`config.mk`:
```
export PLATFORM = sky130hd
export DESIGN_NAME = mem_access_unit_flat
export DESIGN_NICKNAME = d
export VERILOG_FILES = /design/src/rtl/mem_access_unit_if.sv /design/src/rtl/mem_access_unit.sv /design/src/flat_wrapper.sv
export SDC_FILE = /design/constraint.sdc
export NUM_CORES = 1
export LEC_CHECK = 0
export CAP_MARGIN = 0
export CORE_UTILIZATION = 49
export DETAILED_ROUTE_END_ITERATION = 8
export PLACE_DENSITY = 0.84
export SLEW_MARGIN = 0
export SYNTH_ARGS = -nofsm -noshare
export SYNTH_HDL_FRONTEND = slang
export SYNTH_SLANG_ARGS = --single-unit
```
`constraint.sdc`:
```
create_clock -name clk -period 11.5 [get_ports clk]
set_clock_uncertainty 0.2 [all_clocks]
set_input_delay 2.3 -clock clk [delete_from_list [all_inputs] [get_ports clk]]
set_output_delay 2.3 -clock clk [all_outputs]
set_load 0.1 [all_outputs]
```
`src/rtl/mem_access_unit_if.sv`:
```
// Request/response and data-memory bus of the memory access unit.
// The unit uses the slave modport; the pipeline and memory side uses master.
interface mem_access_unit_if #(
  parameter int unsigned ADDR_WIDTH = 64
);
  logic                  req_valid;
  logic                  req_ready;
  logic                  req_write;
  logic [1:0]            req_size;
  logic                  req_unsigned;
  logic [ADDR_WIDTH-1:0] req_addr;
  logic [31:0]           req_wdata;
  logic                  resp_valid;
  logic                  resp_error;
  logic [31:0]           resp_rdata;
  logic                  mem_read;
  logic                  mem_write;
  logic [ADDR_WIDTH-1:0] mem_address;
  logic [31:0]           mem_write_data;
  logic [31:0]           mem_read_data;

  modport slave (
    input  req_valid, req_write, req_size, req_unsigned, req_addr, req_wdata, mem_read_data,
    output req_ready, resp_valid, resp_error, resp_rdata,
           mem_read, mem_write, mem_address, mem_write_data
  );

  modport master (
    output req_valid, req_write, req_size, req_unsigned, req_addr, req_wdata, mem_read_data,
    input  req_ready, resp_valid, resp_error, resp_rdata,
           mem_read, mem_write, mem_address, mem_write_data
  );
endinterface

```
`src/rtl/mem_access_unit.sv`:
```
// Data-memory initiator: one load/store at a time, sub-word stores via
// read-modify-write, loads sign/zero-extended. All outputs are flops.
module mem_access_unit #(
  parameter int unsigned ADDR_WIDTH = 64,
  parameter int unsigned MEM_BYTES  = 128
) (
  input  logic               clk,
  input  logic               rst,
  mem_access_unit_if.slave   bus
);

  localparam logic [1:0] SZ_BYTE = 2'b00;
  localparam logic [1:0] SZ_HALF = 2'b01;
  localparam logic [1:0] SZ_WORD = 2'b10;
  localparam logic [1:0] SZ_ILL  = 2'b11;

  typedef enum logic [2:0] {IDLE, READ, RMW_READ, WRITE, RESP} state_e;

  function automatic logic [ADDR_WIDTH-1:0] nbytes(input logic [1:0] sz);
    case (sz)
      SZ_BYTE: return ADDR_WIDTH'(1);
      SZ_HALF: return ADDR_WIDTH'(2);
      default: return ADDR_WIDTH'(4);
    endcase
  endfunction

  function automatic logic [31:0] extend(input logic [1:0] sz, input logic uns,
                                         input logic [31:0] d);
    case (sz)
      SZ_BYTE: return {{24{~uns & d[7]}}, d[7:0]};
      SZ_HALF: return {{16{~uns & d[15]}}, d[15:0]};
      default: return d;
    endcase
  endfunction

  state_e                state_q, state_d;
  logic [1:0]            size_q, size_d;
  logic                  uns_q, uns_d;
  logic [ADDR_WIDTH-1:0] addr_q, addr_d;
  logic [15:0]           wdata_q, wdata_d;

  logic                  req_ready_q, req_ready_d;
  logic                  resp_valid_q, resp_valid_d;
  logic                  resp_error_q, resp_error_d;
  logic [31:0]           resp_rdata_q, resp_rdata_d;
  logic                  mem_read_q, mem_read_d;
  logic                  mem_write_q, mem_write_d;
  logic [ADDR_WIDTH-1:0] mem_address_q, mem_address_d;
  logic [31:0]           mem_write_data_q, mem_write_data_d;

  logic                  bad_c;

  // Bounds check stays in ADDR_WIDTH bits; MEM_BYTES >= 4 so the limit cannot wrap
  assign bad_c = (bus.req_size == SZ_ILL) ||
                 (bus.req_addr > (ADDR_WIDTH'(MEM_BYTES) - nbytes(bus.req_size)));

  always_comb begin
    state_d          = state_q;
    size_d           = size_q;
    uns_d            = uns_q;
    addr_d           = addr_q;
    wdata_d          = wdata_q;
    resp_error_d     = 1'b0;
    resp_rdata_d     = 32'h0;
    mem_write_data_d = 32'h0;

    case (state_q)
      IDLE: begin
        if (bus.req_valid && req_ready_q) begin
          size_d  = bus.req_size;
          uns_d   = bus.req_unsigned;
          addr_d  = bus.req_addr;
          wdata_d = bus.req_wdata[15:0];
          if (bad_c) begin
            state_d      = RESP;
            resp_error_d = 1'b1;
          end else if (!bus.req_write) begin
            state_d = READ;
          end else if (bus.req_size == SZ_WORD) begin
            state_d          = WRITE;
            mem_write_data_d = bus.req_wdata;
          end else begin
            state_d = RMW_READ;
          end
        end
      end
      READ: begin
        state_d      = RESP;
        resp_rdata_d = extend(size_q, uns_q, bus.mem_read_data);
      end
      RMW_READ: begin
        // Merge the new low bytes into the old word captured this edge
        state_d          = WRITE;
        mem_write_data_d = (size_q == SZ_BYTE) ?
                           {bus.mem_read_data[31:8], wdata_q[7:0]} :
                           {bus.mem_read_data[31:16], wdata_q};
      end
      WRITE:   state_d = RESP;
      RESP:    state_d = IDLE;
      default: state_d = IDLE;
    endcase

    req_ready_d   = (state_d == IDLE);
    resp_valid_d  = (state_d == RESP);
    mem_read_d    = (state_d == READ) || (state_d == RMW_READ);
    mem_write_d   = (state_d == WRITE);
    mem_address_d = (mem_read_d || mem_write_d) ? addr_d : '0;
  end

  always_ff @(posedge clk or posedge rst) begin
    if (rst) begin
      state_q          <= IDLE;
      size_q           <= 2'b00;
      uns_q            <= 1'b0;
      addr_q           <= '0;
      wdata_q          <= 16'h0;
      req_ready_q      <= 1'b1;
      resp_valid_q     <= 1'b0;
      resp_error_q     <= 1'b0;
      resp_rdata_q     <= 32'h0;
      mem_read_q       <= 1'b0;
      mem_write_q      <= 1'b0;
      mem_address_q    <= '0;
      mem_write_data_q <= 32'h0;
    end else begin
      state_q          <= state_d;
      size_q           <= size_d;
      uns_q            <= uns_d;
      addr_q           <= addr_d;
      wdata_q          <= wdata_d;
      req_ready_q      <= req_ready_d;
      resp_valid_q     <= resp_valid_d;
      resp_error_q     <= resp_error_d;
      resp_rdata_q     <= resp_rdata_d;
      mem_read_q       <= mem_read_d;
      mem_write_q      <= mem_write_d;
      mem_address_q    <= mem_address_d;
      mem_write_data_q <= mem_write_data_d;
    end
  end

  assign bus.req_ready      = req_ready_q;
  assign bus.resp_valid     = resp_valid_q;
  assign bus.resp_error     = resp_error_q;
  assign bus.resp_rdata     = resp_rdata_q;
  assign bus.mem_read       = mem_read_q;
  assign bus.mem_write      = mem_write_q;
  assign bus.mem_address    = mem_address_q;
  assign bus.mem_write_data = mem_write_data_q;

endmodule

```
`src/flat_wrapper.sv`:
```
// flat-port wrapper written by rule: the top's interface ports become plain ports
module mem_access_unit_flat 
#(
  parameter int unsigned ADDR_WIDTH = 64,
  parameter int unsigned MEM_BYTES  = 128
)
  (clk, rst, bus_req_valid, bus_req_write, bus_req_size, bus_req_unsigned, bus_req_addr, bus_req_wdata, bus_mem_read_data, bus_req_ready, bus_resp_valid, bus_resp_error, bus_resp_rdata, bus_mem_read, bus_mem_write, bus_mem_address, bus_mem_write_data);
  mem_access_unit_if #(.ADDR_WIDTH(ADDR_WIDTH)) bus_i ();
  input  logic clk;
  input  logic rst;
  input wire logic [$bits(bus_i.req_valid)-1:0] bus_req_valid;
  input wire logic [$bits(bus_i.req_write)-1:0] bus_req_write;
  input wire logic [$bits(bus_i.req_size)-1:0] bus_req_size;
  input wire logic [$bits(bus_i.req_unsigned)-1:0] bus_req_unsigned;
  input wire logic [$bits(bus_i.req_addr)-1:0] bus_req_addr;
  input wire logic [$bits(bus_i.req_wdata)-1:0] bus_req_wdata;
  input wire logic [$bits(bus_i.mem_read_data)-1:0] bus_mem_read_data;
  output wire logic [$bits(bus_i.req_ready)-1:0] bus_req_ready;
  output wire logic [$bits(bus_i.resp_valid)-1:0] bus_resp_valid;
  output wire logic [$bits(bus_i.resp_error)-1:0] bus_resp_error;
  output wire logic [$bits(bus_i.resp_rdata)-1:0] bus_resp_rdata;
  output wire logic [$bits(bus_i.mem_read)-1:0] bus_mem_read;
  output wire logic [$bits(bus_i.mem_write)-1:0] bus_mem_write;
  output wire logic [$bits(bus_i.mem_address)-1:0] bus_mem_address;
  output wire logic [$bits(bus_i.mem_write_data)-1:0] bus_mem_write_data;
  assign bus_i.req_valid = bus_req_valid;
  assign bus_i.req_write = bus_req_write;
  assign bus_i.req_size = bus_req_size;
  assign bus_i.req_unsigned = bus_req_unsigned;
  assign bus_i.req_addr = bus_req_addr;
  assign bus_i.req_wdata = bus_req_wdata;
  assign bus_i.mem_read_data = bus_mem_read_data;
  assign bus_req_ready = bus_i.req_ready;
  assign bus_resp_valid = bus_i.resp_valid;
  assign bus_resp_error = bus_i.resp_error;
  assign bus_resp_rdata = bus_i.resp_rdata;
  assign bus_mem_read = bus_i.mem_read;
  assign bus_mem_write = bus_i.mem_write;
  assign bus_mem_address = bus_i.mem_address;
  assign bus_mem_write_data = bus_i.mem_write_data;
  mem_access_unit #(.ADDR_WIDTH(ADDR_WIDTH), .MEM_BYTES(MEM_BYTES)) u_core (.clk(clk), .rst(rst), .bus(bus_i));
endmodule
```
==> run summary, run 1 <==
Status: finished clean
First-pass GRT wire length: 34.0 mm
Fraction of registers with async set/reset: 100%
Initial drt markers: 351
Maximum Capacitance Violations: 0
Reg2Reg Capture Point: u_core.bus.mem_write_data[23]$_DFF_PP0_
Final Hold Vio Count: 0
Count of cells resized by post-cts repair: 0
GP Congestion: 0.819
Synthesized area: 8200 µm²
Largest net degree at the start of global routing: 141
Vias in the first global route: 6397
Relative slew slack: 20.2%
Leakage power: 5.64 nW
VDD IR-drop max: 0.127 mV
RSZ-0062 raised after global routing: false
Die X: 131 µm
Synthesized flop and latch total: 219
Number of enable flip-flop cells after synthesis: 0
Share of post-route cells with drive strength above 1: 5.48%
Final #Nets: 1149
Unique masters post-synth: 41
Clock Latency Late Sink: 0.50 ns
Top_reg_cell synth: dfrtp_1
Max Slew Vio Count: 0
PortBufs: 267
FP Rows: 46
Post-DRT Antenna Nets: 0
Hold_buf cts: 0
Die ar.: 17300 µm²
Commonest non-fill, non-tap cell in the layout: clkdlybuf4s50_1
Hold Path Cell Cnt: 2
WHS Endpoint: u_core.addr_q[9]$_DFF_PP0_
Post-Route Utilization: 73.3%
Post-route minimum period: 5.37 ns
Reg2Reg Depth: 6
# setup viols final: 0
Sequential fraction of the synthesis area: 66.8%
DP HPWL: 14.0 mm
Initial core utilization: 50.9%
Max H-tree Level: 1
Setup crit start kind: primary input
Final Power: 1.83 mW
Average cell area after synthesis: 11.0 µm²
PwrDens: 155 nW/µm²
CTS Sinks: 219
Vias per cell: 5.05
Critical path fanouts, max: 63
Setup bufs post-CTS: 0
CP endpoint kind: register
Initial antenna violation count: 0
Final Cell Area: 11800 µm²
First-pass DRT Iterations: 4
DR WL/cell: 17.1 µm
RR Startpoint: u_core.bus.req_ready$_DFF_PP1_
Class of the worst hold path: reg -> reg
Grt total ovfl: 0
Filler Cells Inserted: 1110
Ys Warns: 0
TritonCTS clock tree: done
R2r setup slk: 8.31 ns
Commonest cells after routing, fill and taps aside: clkdlybuf4s50_1 (267), nand2_1 (260), dfrtp_1 (218)
Placement Cell Area: 11000 µm²
Gate Count Post-Synth: 745
Max Freq: 186 MHz
Area growth syn-to-layout: 44.0%
Hold path start: u_core.addr_q[9]$_DFF_PP0_
Total CTS buffers: 23
Crit share post-route: 46.7%
Kind of critical path: in -> reg
WP data required: 11.65 ns
Routed Wire Length: 21.2 mm
Core box area: 16100 µm²
Total Routing Usage GR: 24.9%
Slew @ Worst Pin: 1.20 ns
Drc violations: 0
Setup TNS Final: 0 ns
Boundary Pins: 268
Via count: 6258
Height of the chip: 131 µm
Root Buffer: clkbuf_16
Arrival time worst endpoint: 5.52 ns
Reg clk slew, reported paths: 0.06 ns
Finished Layout Cells: 1238
Antenna diodes: 0
CTS max path bufs: 3
Cells after DPL: 1197
==> power by group <==
group          total, mW  internal (mW)  switching [mW]
Combinational      0.211         0.0935           0.117
Clock              0.764          0.474           0.290
Sequential         0.859          0.832          0.0267
Total               1.83           1.40           0.434
==> synthesized netlist by cell type, types with 8 or more instances <==
cell       instances  area share, %
nand2_1          260             12
clkbuf_1          24            1.1
inv_1             22            1.0
and2_1             9           0.69
dfrtp_1          218             67
mux2i_1            9            1.1
nor4_1            14            1.1
a22o_1            24            2.6
a21oi_1           26            1.6
ha_1               8            1.2
nor2b_1           65            5.0
o2bb2ai_1          8           0.85
==> state kept, by name, summed over array words and instances, names as in the netlist <==
name and count:
u_core.bus.mem_write 1, u_core.bus.mem_address 64, u_core.addr_q 64, u_core.bus.resp_error 1, u_core.state_q 3, u_core.uns_q 1
u_core.bus.mem_write_data 32, u_core.bus.req_ready 1, u_core.wdata_q 16, u_core.bus.resp_rdata 32, u_core.bus.resp_valid 1, u_core.size_q 2
u_core.bus.mem_read 1
==> metal layers <==
metal  vias to the layer above  wire length, µm  GRT usage, %
met1                      3054             8280          30.2
li1                       2921                -             -
met4                         0              437          6.72
met5                         -                0             0
met3                        37             1960          7.95
met2                       246            10500          42.8
==> critical path, cell delays in order <==
cell and delay, ns:
clkdlybuf4s50_1 0.46, or2_2 0.35, ha_1 0.28, inv_1 0.04, ha_1 0.27, nor2b_1 0.12, o211ai_1 0.08, a21oi_1 0.19
o32ai_2 0.13, and2_2 0.27, a311oi_4 0.25, buf_4 0.61, nor2b_1 0.13
==> worst max-delay path by stage <==
stage,slack (ns),cells after the start,end,start
detailed placement,5.63,13,u_core.bus.mem_address[32]$_DFF_PP0_,bus_req_size[1]
global route,5.94,13,u_core.bus.mem_address[36]$_DFF_PP0_,bus_req_size[1]
CTS,6.15,13,u_core.bus.mem_address[32]$_DFF_PP0_,bus_req_size[1]
floorplan,3.01,1,u_core.addr_q[0]$_DFF_PP0_,rst
global placement,5.72,13,u_core.bus.mem_address[32]$_DFF_PP0_,bus_req_size[1]
finish,6.13,13,u_core.bus.mem_address[32]$_DFF_PP0_,bus_req_size[1]
==> layout make-up <==
type,count,area (µm²),area share (%)
flip-flops and latches,219,5480,46.4
multi-input cells,468,2470,20.9
well taps,216,270,2.29
clock buffers,35,681,5.76
clock inverters,6,108,0.911
repair buffers,272,2710,22.9
inverters,22,90.1,0.763
==> logic make-up after synthesis <==
family | share of synthesized area [%]
and+or+nand+nor | 20.7
DFF | 66.8
other | 0.0916
muxes | 1.24
adders and majority gates | 1.22
AOI/OAI and AO/OA | 6.61
buffers and inverters | 3.33
==> metrics by stage <==
step	hold slack, ns	setup WS [ns]
6_report	0.265	6.13
5_1_grt	0.284	5.94
3_5_place_dp	0.252	5.63
3_3_place_gp	0.246	5.72
4_1_cts	0.267	6.15
2_1_floorplan	0.234	3.01
No activity file was read; power rests on OpenSTA's default activity.
==> run 2, diff against run 1 <==
- CORE_UTILIZATION: 49 -> 46
- PLACE_DENSITY: 0.84 -> 0.8
- clock period: 11.5 -> 5.1 ns (I/O delays scaled with it)
==> run 2 against run 1 <==
Compared with the run above:
- flip-flop and latch count unchanged
- largest cell class unchanged
- total power up 120%
- sequential power up 130%
- wire length up 3.5%
- clock power grew 120%
- via count is 0.32% higher
- clock-buffer cell count fell by 4
==> run summary, run 2 (synthesis results as in run 1) <==
First-pass GRT wire length: 34.5 mm (+1.4%)
Die ar.: 18400 µm² (+6.4%)
Maximum Capacitance Violations: 0 (unchanged)
Setup TNS Final: 0 ns (unchanged)
Total CTS buffers: 23 (unchanged)
Reg2Reg Depth: 6 (unchanged)
FP Rows: 48 (+4.3%)
Leakage power: 5.66 nW (+0.38%)
PortBufs: 267 (unchanged)
Hold_buf cts: 0 (unchanged)
Commonest cells after routing, fill and taps aside: clkdlybuf4s50_1 (267), nand2_1 (260), dfrtp_1 (218)
DR WL/cell: 17.5 µm (+2.4%)
CP endpoint kind: register
Status: finished clean
Via count: 6278 (+0.32%)
Vias in the first global route: 6479 (+1.3%)
Largest net degree at the start of global routing: 108 (-23%)
Dpl ws: 0.766 ns (-4.86 ns)
# setup viols final: 0 (unchanged)
GP Congestion: 0.813 (-0.72%)
Max Freq: 259 MHz
Hold Path Cell Cnt: 2 (unchanged)
Sw Ratio: 23.9% (+0.19 points)
Internal power: 3.11 mW (+120%)
WP data required: 5.26 ns (-6.39 ns)
Hold path start: u_core.addr_q[52]$_DFF_PP0_
Drc violations: 0 (unchanged)
Final Power: 4.09 mW (+120%)
Psw: 0.976 mW (+120%)
Height of the chip: 136 µm (+3.2%)
Core box area: 17400 µm² (+7.7%)
Busiest grt layer: met2
Setup bufs post-CTS: 0 (unchanged)
Final setup margin: 1.24 ns (-4.88 ns)
Commonest non-fill, non-tap cell in the layout: clkdlybuf4s50_1
Max H-tree Level: 1 (unchanged)
Reg2Reg Capture Point: u_core.bus.mem_write_data[0]$_DFF_PP0_
Initial antenna violation count: 1 (+1)
Area growth syn-to-layout: 44.5%
Clock share of power: 40.9% (-0.8 points)
Boundary Pins: 268 (unchanged)
Kind of critical path: in -> reg
Clock Latency Late Sink: 0.50 ns (about the same)
CTS Sinks: 219 (unchanged)
GR Util met3: 8.27% (+0.32 points)
Slew @ Worst Pin: 1.23 ns (+0.0374 ns)
Root Buffer: clkbuf_16
Routed Wire Length: 22.0 mm (+3.5%)
Class of the worst hold path: reg -> reg
Seq pwr share: 47.4% (+0.5 points)
Setup crit start kind: primary input
R2r setup slk: 2.14 ns (-6.17 ns)
Met2 Use GR: 41.9% (-0.85 points)
Critical path fanouts, max: 49 (-22%)
DP HPWL: 15.1 mm (+7.5%)
Initial drt markers: 263 (-25%)
Die X: 136 µm (+3.2%)
Total Routing Usage GR: 24.3% (-0.57 points)
Combinational group share of total power: 11.7% (+0.2 points)
Arrival time worst endpoint: 4.02 ns (-1.50 ns)
Share of post-route cells with drive strength above 1: 5.95% (+0.47 points)
Vias per cell: 5.01 (-0.80%)
Final #Nets: 1154 (+0.44%)
PwrDens: 345 nW/µm² (+120%)
Grt total ovfl: 0 (unchanged)
Count of cells resized by post-cts repair: 0 (unchanged)
CTS max path bufs: 3 (unchanged)
Relative slew slack: 17.7% (-2.5 points)
Max Slew Vio Count: 0 (unchanged)
Post-DRT Antenna Nets: 0 (unchanged)
RR Startpoint: u_core.bus.req_ready$_DFF_PP1_
TritonCTS clock tree: done
Initial core utilization: 47.3% (-3.6 points)
VDD IR-drop max: 0.244 mV (+93%)
Final Hold Vio Count: 0 (unchanged)
First-pass DRT Iterations: 4 (unchanged)
WHS Endpoint: u_core.addr_q[52]$_DFF_PP0_
Post-route minimum period: 3.86 ns
Crit share post-route: 75.6%
Met1 usage: 29.2% (-1.0 points)
Reg clk slew, reported paths: 0.06 ns (about the same)
RSZ-0062 raised after global routing: false
## run 2: cell count changes in the layout (fill, tap and decap cells not counted)
cell / before / now
buf_12: 0 / 2
buf_4: 5 / 8
clkbuf_1: 6 / 5
clkbuf_8: 6 / 3
clkinv_2: 2 / 6
diode_2: 0 / 1
inv_8: 1 / 0
## run 2: worst max path at each step
stage,startpoint,to,cells after the start
floorplan,rst,u_core.addr_q[0]$_DFF_PP0_,1
global placement,bus_req_size[1],u_core.bus.mem_address[37]$_DFF_PP0_,13
detailed placement,bus_req_size[1],u_core.bus.mem_address[4]$_DFF_PP0_,13
CTS,bus_req_size[1],u_core.bus.mem_address[32]$_DFF_PP0_,13
global route,bus_req_size[1],u_core.bus.mem_address[36]$_DFF_PP0_,13
finish,bus_req_size[1],u_core.bus.mem_address[54]$_DFF_PP0_,13
## run 2: metal layers
| metal | wire (µm) | vias to the layer above |
|---|---|---|
| li1 | - | 2929 |
| met1 | 8420 | 3073 |
| met2 | 11000 | 247 |
| met4 | 369 | 0 |
| met5 | 0 | - |
| met3 | 2230 | 29 |
## run 2: power by group through the flow
stage	clock network, mW	logic (mW)	registers [mW]
2_1_floorplan	0	0.277	1.96
3_3_place_gp	0	0.468	1.96
3_5_place_dp	0	0.484	1.97
4_1_cts	1.70	0.487	1.94
5_1_grt	1.77	0.544	1.95
6_report	1.67	0.480	1.94
## run 2: layout make-up
cell class                 count  area [µm²]
sequential                   219        5480
clock buffer                  31         636
fill                        1319        5500
inverter                      22        86.3
timing repair buffer         277        2770
antenna                        1        2.50
tap                          225         282
clock inverter                 9         120
multi-input combinational    468        2470
## run 2: stage by stage
stage,hold slack (ns),cell area (µm²),utilization [%],instances
2_1_floorplan,0.234,8210,-,746
3_3_place_gp,0.245,11100,63.9,1211
3_5_place_dp,0.252,11100,63.9,1211
4_1_cts,0.267,11900,68.3,1251
5_1_grt,0.280,11900,68.3,1252
6_report,0.265,11900,68.3,1252
## run 2: critical path, stage by stage
cell and delay [ns]:
clkdlybuf4s50_1 0.47, or2_2 0.36, ha_1 0.29, inv_1 0.04, ha_1 0.28, nor2b_1 0.13, o211ai_1 0.09, a21oi_1 0.19
o32ai_2 0.12, and2_2 0.26, a311oi_4 0.34, buf_12 0.29, nor2b_1 0.10
